==> src/rtl/ex_stage_slice.sv <==
// Execute slice of the RV32I pipeline: ID/EX register, forwarding, ALU, branch/jump
// resolution and the EX/MEM register.
module ex_stage_slice #(
    parameter int unsigned DATA_WIDTH          = 32,
    parameter int unsigned INST_ADDR_WIDTH     = 32,
    parameter int unsigned REGISTER_ADDR_WIDTH = 5
) (
    input  logic                           cpu_clk,
    input  logic                           cpu_rst_n,
    input  logic                           flush_ID_EX,
    input  logic [INST_ADDR_WIDTH-1:0]     PC_ID,
    input  logic [INST_ADDR_WIDTH-1:0]     PC_plus_4_ID,
    input  logic [REGISTER_ADDR_WIDTH-1:0] rs1_ID,
    input  logic [REGISTER_ADDR_WIDTH-1:0] rs2_ID,
    input  logic [REGISTER_ADDR_WIDTH-1:0] rd_ID,
    input  logic [DATA_WIDTH-1:0]          imm_ID,
    input  logic [DATA_WIDTH-1:0]          RD1D_ID,
    input  logic [DATA_WIDTH-1:0]          RD2D_ID,
    input  logic                           reg_write_ID,
    input  logic                           mem_write_ID,
    input  logic                           meet_branch_ID,
    input  logic                           pc_jal_sel_ID,
    input  logic [1:0]                     result_sel_ID,
    input  logic [1:0]                     uncond_jump_ID,
    input  logic [1:0]                     alu_sel_rs1_ID,
    input  logic [1:0]                     alu_sel_rs2_ID,
    input  logic [3:0]                     alu_ctrl_ID,
    input  logic [2:0]                     funct3_ID,
    input  logic [2:0]                     forward_detect_rs1,
    input  logic [2:0]                     forward_detect_rs2,
    input  logic [DATA_WIDTH-1:0]          alu_res_MEM,
    input  logic [DATA_WIDTH-1:0]          result_WB,
    output logic [REGISTER_ADDR_WIDTH-1:0] rs1_EX,
    output logic [REGISTER_ADDR_WIDTH-1:0] rs2_EX,
    output logic [REGISTER_ADDR_WIDTH-1:0] rd_EX,
    output logic [1:0]                     result_sel_EX,
    output logic                           PC_take_branch_EX,
    output logic                           PC_take_jalr_EX,
    output logic [INST_ADDR_WIDTH-1:0]     PC_for_normal_branch_EX,
    output logic [INST_ADDR_WIDTH-1:0]     PC_for_jalr_EX,
    output logic                           reg_write_EX_MEM_o,
    output logic                           mem_write_EX_MEM_o,
    output logic [1:0]                     result_sel_EX_MEM_o,
    output logic [2:0]                     funct3_EX_MEM_o,
    output logic [REGISTER_ADDR_WIDTH-1:0] rd_EX_MEM_o,
    output logic [DATA_WIDTH-1:0]          alu_res_EX_MEM_o,
    output logic [DATA_WIDTH-1:0]          write_data_EX_MEM_o,
    output logic [INST_ADDR_WIDTH-1:0]     PC_plus_4_EX_MEM_o
);

    typedef struct packed {
        logic [INST_ADDR_WIDTH-1:0]     pc;
        logic [INST_ADDR_WIDTH-1:0]     pc_plus_4;
        logic [REGISTER_ADDR_WIDTH-1:0] rs1;
        logic [REGISTER_ADDR_WIDTH-1:0] rs2;
        logic [REGISTER_ADDR_WIDTH-1:0] rd;
        logic [DATA_WIDTH-1:0]          imm;
        logic [DATA_WIDTH-1:0]          rd1;
        logic [DATA_WIDTH-1:0]          rd2;
        logic                           reg_write;
        logic                           mem_write;
        logic                           meet_branch;
        logic                           pc_jal_sel;
        logic [1:0]                     result_sel;
        logic [1:0]                     uncond_jump;
        logic [1:0]                     alu_sel_rs1;
        logic [1:0]                     alu_sel_rs2;
        logic [3:0]                     alu_ctrl;
        logic [2:0]                     funct3;
    } id_ex_t;

    typedef struct packed {
        logic                           reg_write;
        logic                           mem_write;
        logic [1:0]                     result_sel;
        logic [2:0]                     funct3;
        logic [REGISTER_ADDR_WIDTH-1:0] rd;
        logic [DATA_WIDTH-1:0]          alu_res;
        logic [DATA_WIDTH-1:0]          write_data;
        logic [INST_ADDR_WIDTH-1:0]     pc_plus_4;
    } ex_mem_t;

    id_ex_t  id_ex_d, id_ex_q;
    ex_mem_t ex_mem_d, ex_mem_q;

    logic [DATA_WIDTH-1:0] fwd_rs1, fwd_rs2, op_a, op_b, alu_out, alu_res_ex;
    logic [4:0]            shamt;
    logic                  branch_cond;

    // A flush turns the incoming instruction into an all-zero bubble.
    always_comb begin
        id_ex_d = '0;
        if (!flush_ID_EX) begin
            id_ex_d = '{pc: PC_ID, pc_plus_4: PC_plus_4_ID, rs1: rs1_ID, rs2: rs2_ID,
                        rd: rd_ID, imm: imm_ID, rd1: RD1D_ID, rd2: RD2D_ID,
                        reg_write: reg_write_ID, mem_write: mem_write_ID,
                        meet_branch: meet_branch_ID, pc_jal_sel: pc_jal_sel_ID,
                        result_sel: result_sel_ID, uncond_jump: uncond_jump_ID,
                        alu_sel_rs1: alu_sel_rs1_ID, alu_sel_rs2: alu_sel_rs2_ID,
                        alu_ctrl: alu_ctrl_ID, funct3: funct3_ID};
        end
    end

    always_ff @(posedge cpu_clk or negedge cpu_rst_n) begin
        if (!cpu_rst_n) begin
            id_ex_q  <= '0;
            ex_mem_q <= '0;
        end else begin
            id_ex_q  <= id_ex_d;
            ex_mem_q <= ex_mem_d;
        end
    end

    always_comb begin
        unique case (forward_detect_rs1)
            3'd1:    fwd_rs1 = alu_res_MEM;
            3'd2:    fwd_rs1 = result_WB;
            default: fwd_rs1 = id_ex_q.rd1;
        endcase
        unique case (forward_detect_rs2)
            3'd1:    fwd_rs2 = alu_res_MEM;
            3'd2:    fwd_rs2 = result_WB;
            default: fwd_rs2 = id_ex_q.rd2;
        endcase
    end

    always_comb begin
        unique case (id_ex_q.alu_sel_rs1)
            2'd0:    op_a = fwd_rs1;
            2'd1:    op_a = DATA_WIDTH'(id_ex_q.pc);
            default: op_a = '0;
        endcase
        unique case (id_ex_q.alu_sel_rs2)
            2'd0:    op_b = fwd_rs2;
            2'd1:    op_b = id_ex_q.imm;
            2'd2:    op_b = DATA_WIDTH'(4);
            default: op_b = '0;
        endcase
    end

    assign shamt = op_b[4:0];

    always_comb begin
        alu_out = '0;
        case (id_ex_q.alu_ctrl)
            4'd0:    alu_out = op_a + op_b;
            4'd1:    alu_out = op_a - op_b;
            4'd2:    alu_out = op_a << shamt;
            4'd3:    alu_out = DATA_WIDTH'($signed(op_a) < $signed(op_b));
            4'd4:    alu_out = DATA_WIDTH'(op_a < op_b);
            4'd5:    alu_out = op_a ^ op_b;
            4'd6:    alu_out = op_a >> shamt;
            4'd7:    alu_out = $unsigned($signed(op_a) >>> shamt);
            4'd8:    alu_out = op_a | op_b;
            4'd9:    alu_out = op_a & op_b;
            4'd10:   alu_out = op_b;
            default: alu_out = '0;
        endcase
    end

    // JAL/JALR write the link address rather than the ALU result.
    assign alu_res_ex = id_ex_q.pc_jal_sel ? DATA_WIDTH'(id_ex_q.pc_plus_4) : alu_out;

    always_comb begin
        branch_cond = 1'b0;
        case (id_ex_q.funct3)
            3'b000:  branch_cond = (fwd_rs1 == fwd_rs2);
            3'b001:  branch_cond = (fwd_rs1 != fwd_rs2);
            3'b100:  branch_cond = ($signed(fwd_rs1) <  $signed(fwd_rs2));
            3'b101:  branch_cond = ($signed(fwd_rs1) >= $signed(fwd_rs2));
            3'b110:  branch_cond = (fwd_rs1 <  fwd_rs2);
            3'b111:  branch_cond = (fwd_rs1 >= fwd_rs2);
            default: branch_cond = 1'b0;
        endcase
    end

    assign PC_take_branch_EX = (id_ex_q.meet_branch & branch_cond) |
                               (id_ex_q.uncond_jump == 2'd1);
    assign PC_take_jalr_EX   = (id_ex_q.uncond_jump == 2'd2);
    assign PC_for_normal_branch_EX = id_ex_q.pc + INST_ADDR_WIDTH'(id_ex_q.imm);
    assign PC_for_jalr_EX = INST_ADDR_WIDTH'(fwd_rs1 + id_ex_q.imm) &
                            ~INST_ADDR_WIDTH'(1);

    assign rs1_EX        = id_ex_q.rs1;
    assign rs2_EX        = id_ex_q.rs2;
    assign rd_EX         = id_ex_q.rd;
    assign result_sel_EX = id_ex_q.result_sel;

    always_comb begin
        ex_mem_d = '{reg_write: id_ex_q.reg_write, mem_write: id_ex_q.mem_write,
                     result_sel: id_ex_q.result_sel, funct3: id_ex_q.funct3,
                     rd: id_ex_q.rd, alu_res: alu_res_ex, write_data: fwd_rs2,
                     pc_plus_4: id_ex_q.pc_plus_4};
    end

    assign reg_write_EX_MEM_o  = ex_mem_q.reg_write;
    assign mem_write_EX_MEM_o  = ex_mem_q.mem_write;
    assign result_sel_EX_MEM_o = ex_mem_q.result_sel;
    assign funct3_EX_MEM_o     = ex_mem_q.funct3;
    assign rd_EX_MEM_o         = ex_mem_q.rd;
    assign alu_res_EX_MEM_o    = ex_mem_q.alu_res;
    assign write_data_EX_MEM_o = ex_mem_q.write_data;
    assign PC_plus_4_EX_MEM_o  = ex_mem_q.pc_plus_4;

endmodule

==> config.mk <==
export PLATFORM = sky130hd
export DESIGN_NAME = ex_stage_slice
export DESIGN_NICKNAME = d
export VERILOG_FILES = /design/src/rtl/ex_stage_slice.sv
export SDC_FILE = /design/constraint.sdc
export NUM_CORES = 1
export LEC_CHECK = 0
export ABC_AREA = 1
export CORE_MARGIN = 1
export CORE_UTILIZATION = 30
export CTS_CLUSTER_SIZE = 20
export DETAILED_ROUTE_END_ITERATION = 8
export GPL_TIMING_DRIVEN = 0
export HOLD_SLACK_MARGIN = 0.06
export PLACE_DENSITY_LB_ADDON = 0.15
export SLEW_MARGIN = 0
export SYNTH_ARGS = -nofsm -noshare
export SYNTH_HDL_FRONTEND = slang
export SYNTH_SLANG_ARGS = --single-unit
==> constraint.sdc <==
create_clock -name cpu_clk -period 4.62 [get_ports cpu_clk]
set_input_delay 0.693 -clock cpu_clk [delete_from_list [all_inputs] [get_ports cpu_clk]]
set_output_delay 0.693 -clock cpu_clk [all_outputs]
set_load 0.05 [all_outputs]
==> metrics.md <==
| Metric | Value |
|---|---|
| Mapped Area | around 25000 um^2 |
| Total power draw | ~0.011 W |
| H-tree levels | 2 |
| Remaining antenna violation count after routing | 0 |
| Async SR Flop Fraction | between 90% and 100% |
| Crit path time final | about 4.6 ns |
| Setup crit end kind | output port |
| CTS clk-pin slew, worst paths | roughly 0.060 ns |
| CP Cell Sequence | clkdlybuf4s15_2, inv_2, nand3_2, buf_4, nand3_1, nand3_1, ha_1, nand4_1, nor3_4, nand4_1, nand4_1, o21ai_1, a31o_2, inv_1, nand4_1, nand2_1, nand2_1, buf_6 |
| DRT iter0 DRCs | 2833 |
| FF-to-FF setup slack | about 0.11 ns |
| Worst-case clock buffer depth | 3 |
| Setup crit start kind | primary input |
| RSZ-0062 raised after global routing | yes |
| Max IR drop VDD | about 0.00024 V |
| Internal | 0.006038 W |
| Total track usage | 30.68% |
| Fillers | slightly below 9000 |
| Global-route wire length before repair | between 150 and 200 mm |
| Non-Filler Instances | roughly 5500 |
| Yosys warning count | 0 |
| Placed cells | roughly 5400 |
| Clk sinks | 302 |
| Die width | 292.7 um |
| Initial antenna violation count | 5 |
| GR Overflow Total | 0 |
| Via count | 28730 |
| Clock power frac | 27.6% |
| Synth cell types | 60 |
| Clk_skew | around 0.036 ns |
| Post-DP HPWL | about 110 mm |
| DP Area | approximately 31000 um^2 |
| Die footprint | 85660 um^2 |
| Sequential-to-total area share from yosys stat | approximately 30% |
| Hold WC Path Type | flip-flop to flip-flop |
| FF-to-FF path depth | 17 |
| Max_cap viols | 0 |
| Fin Hold WS | ~0.35 ns |
| Ports | between 400 and 500 |
| Detailed Route WL | 134.7 mm |
| Hold path endpoint | mem_write_EX_MEM_o$_DFF_PN0_ |
| Root Buffer | clkbuf_16 |
| Combinational power share | roughly 46% |
| Nets | around 4800 |
| Ratio of final minimum period to clock period | a little over nine tenths |
| Rel. slew slack | between 15 and 20% |
| Max Freq | roughly 220 MHz |
| Critical R2R Capture | alu_res_EX_MEM_o[31]$_DFF_PN0_ |
| Number of synthesized flops with an enable pin | 0 |
| Pwr dens | between 300 and 400 nW/um^2 |
| Die Y | approximately 290 um |
| Seq cells post-synth | around 300 |
| Post-Syn Instances | 3800 |
| Core ar. | 83690 um^2 |
| Leakage | approximately 17 nW |
| Slew @ Worst Pin | approximately 1.3 ns |
| Crit path max-delay family | simple AND/OR/NAND/NOR gates |
| Multi-input logic area | 15730 um^2 |
| CP most frequent cell | nand4_1 |
| Clk_lat worst skew | about 0.60 ns |
| Sw Share | 44.92% |
| Largest net degree at the start of global routing | 117 |
| Run status | complete, no violations |
| Count of TritonRoute iterations in the first routing pass | 9 |
| Post-route setup TNS | 0 ns |
| CTS buffer count | 36 |
| Buffer and inverter count on the worst path | 5 |
| Commonest non-fill, non-tap cell in the layout | nand2_1 |
| FF/Latch Area | roughly 7600 um^2 |
| Share of cells above drive strength 1 | around a tenth |
| Vias in the first global route | about 28000 |
| Drt wl/cell | around 25 um |
| CP peak stage delay | roughly 0.46 ns |
| Initial Utilization | between 30% and 40% |
| Pins over their slew limit | 0 |
| Hold Path Origin | ex_mem_d[106]$_DFF_PN0_ |
| Hold Crit Depth | 0 |
| Reg2reg start | id_ex_q[9]$_DFF_PN0_ |
| Highest-delay cell along the critical path | ha_1 |
| Switch Pwr | 0.004925 W |
| Gpl congestion | approximately 1.0 |
| DRC Markers | 0 |
| Crit Path Max Fanout | 10 |
| Hold Vio Cnt, Final | 0 |
| CTS tree | done |
| Sequential share of power | a little over a quarter |
| Vias/cell | between 5 and 6 |
| Non-Filler Cell Area, Final | roughly 34000 um^2 |
| P&R area growth vs syn | 34.14% |
| Most frequent cells in the layout | 842 x nand2_1, 554 x inv_1, 463 x nor2_1 |
| PortBufs | between 400 and 500 |
| Final setup viols | 0 |
| Crit path DAT | between 3 and 4 ns |
| Syn nets | 4264 |
| Ys flop type | dfrtp_1 |
| Critical Path RT | approximately 3.9 ns |
| Kind of critical path | primary input to output port |
| Row cnt | roughly 110 |
| Syn Area/Cell | 6.671 um^2 |
==> worst reg2reg max path: cells and delay by family, from the launching register on <==
kind	cells	cell delay [ns]
buffers and inverters	4	0.69
AO/OA/AOI/OAI	7	2.18
flip-flops	1	0.39
adder cells (fa/ha/maj)	1	0.45
AND/OR/NAND/NOR	5	0.66
==> power by group through the flow <==
stage / combinational [W] / clock, W / sequential (W)
final: 0.00500 / 0.00302 / 0.00294
after floorplan: 0.00244 / 0 / 0.00329
after detailed placement: 0.00471 / 0 / 0.00299
after global placement: 0.00473 / 0 / 0.00300
after CTS: 0.00480 / 0.00310 / 0.00294
after global routing: 0.00528 / 0.00320 / 0.00296
==> area by class of cell <==
| type | count | share of cell area, % |
|---|---|---|
| inverters | 567 | 6.311 |
| flip-flops and latches | 302 | 22.23 |
| clock inverters | 16 | 0.5740 |
| multi-input cells | 2755 | 46.26 |
| plain buffers | 167 | 2.892 |
| clock buffers | 50 | 3.098 |
| well taps | 1134 | 4.173 |
| diodes | 2 | 0.01472 |
| repair buffers | 504 | 14.45 |
==> cells by family (layout without fill, tap and decap cells) <==
family / count (synthesis) / count (layout) / synth area share (%)
adders and majority gates: 197 / 197 / 9.842
muxes: 1 / 1 / 0.03949
AOI/OAI and AO/OA: 603 / 603 / 14.30
other: 1 / 3 / 0.01479
and+or+nand+nor: 1889 / 1889 / 31.81
xor gates and xnor gates: 64 / 64 / 2.211
buffers and inverters: 743 / 1304 / 11.97
DFF: 302 / 302 / 29.81
==> sequential cells by signal, summed over array words and instances (netlist names), 5 cells and up <==
signal and flops:
rs1_EX 5, alu_res_EX_MEM_o 32, id_ex_q 140, rd_EX 5, ex_mem_d 37, rs2_EX 5
write_data_EX_MEM_o 32, PC_plus_4_EX_MEM_o 32, rd_EX_MEM_o 5
==> metal layers <==
layer	routed length (um)	up-vias	global-route usage, %	part of all wire [%]
li1	-	13360	-	-
met1	54910	13630	39.01	41
met4	6667	6	12.78	4.9
met5	40	-	0	0.030
met2	60530	1470	49.38	45
met3	12600	267	7.557	9.4
==> how the worst max path moves through the flow <==
stage | startpoint | end | slack (ns) | cells after the start
final | forward_detect_rs1[2] | PC_take_branch_EX | 0.05 | 18
after global routing | forward_detect_rs2[2] | PC_take_branch_EX | -0.18 | 23
after CTS | forward_detect_rs2[2] | PC_take_branch_EX | -0.14 | 24
after global placement | cpu_rst_n | funct3_EX_MEM_o[2]$_DFF_PN0_ | -11.38 | 1
after floorplan | forward_detect_rs1[0] | PC_for_jalr_EX[28] | 0.35 | 19
after detailed placement | forward_detect_rs2[1] | alu_res_EX_MEM_o[12]$_DFF_PN0_ | -1.93 | 26
==> synth_stat cells, types with 8 or more instances <==
library cell | instances | share of area, %
clkbuf_1 | 81 | 1.2
o21ai_0 | 131 | 2.6
a21boi_0 | 9 | 0.27
a21o_1 | 11 | 0.33
o22ai_1 | 18 | 0.44
a22oi_1 | 14 | 0.41
inv_1 | 558 | 8.3
o221ai_1 | 13 | 0.45
nor2_1 | 474 | 7.0
xnor2_1 | 18 | 0.62
o211ai_1 | 50 | 1.5
inv_2 | 8 | 0.12
ha_1 | 193 | 9.5
a21oi_2 | 15 | 0.52
nand2_1 | 849 | 13
o21bai_1 | 12 | 0.36
o21a_1 | 8 | 0.24
nand2_2 | 17 | 0.42
a21oi_1 | 233 | 4.6
a221oi_1 | 13 | 0.45
buf_2 | 41 | 0.81
buf_4 | 35 | 1.0
nand3_1 | 428 | 8.5
o21ai_1 | 23 | 0.45
buf_1 | 11 | 0.16
nand4_1 | 40 | 0.99
nor3_1 | 27 | 0.53
dfrtp_1 | 302 | 30
xor2_1 | 46 | 1.6
nand3_2 | 19 | 0.75
a31oi_1 | 16 | 0.39
buf_6 | 8 | 0.36
==> timing repair <==
action	CTS	global route
pin swaps	21	25
setup buffers	29	16
resized for setup	265	146
hold buffers	1	0
hold endpoints to repair	5	0
endpoints found under the setup margin	81	61
==> per-stage QoR <==
| step | util (%) | setup WS (ns) |
|---|---|---|
| 2_1_floorplan | - | 0.3483 |
| 3_3_place_gp | 37.43 | -11.38 |
| 3_5_place_dp | 37.53 | -1.927 |
| 4_1_cts | 39.97 | -0.1384 |
| 5_1_grt | 40.62 | -0.1835 |
| 6_report | 40.63 | 0.04943 |
Power figures use the tool's default switching activity.
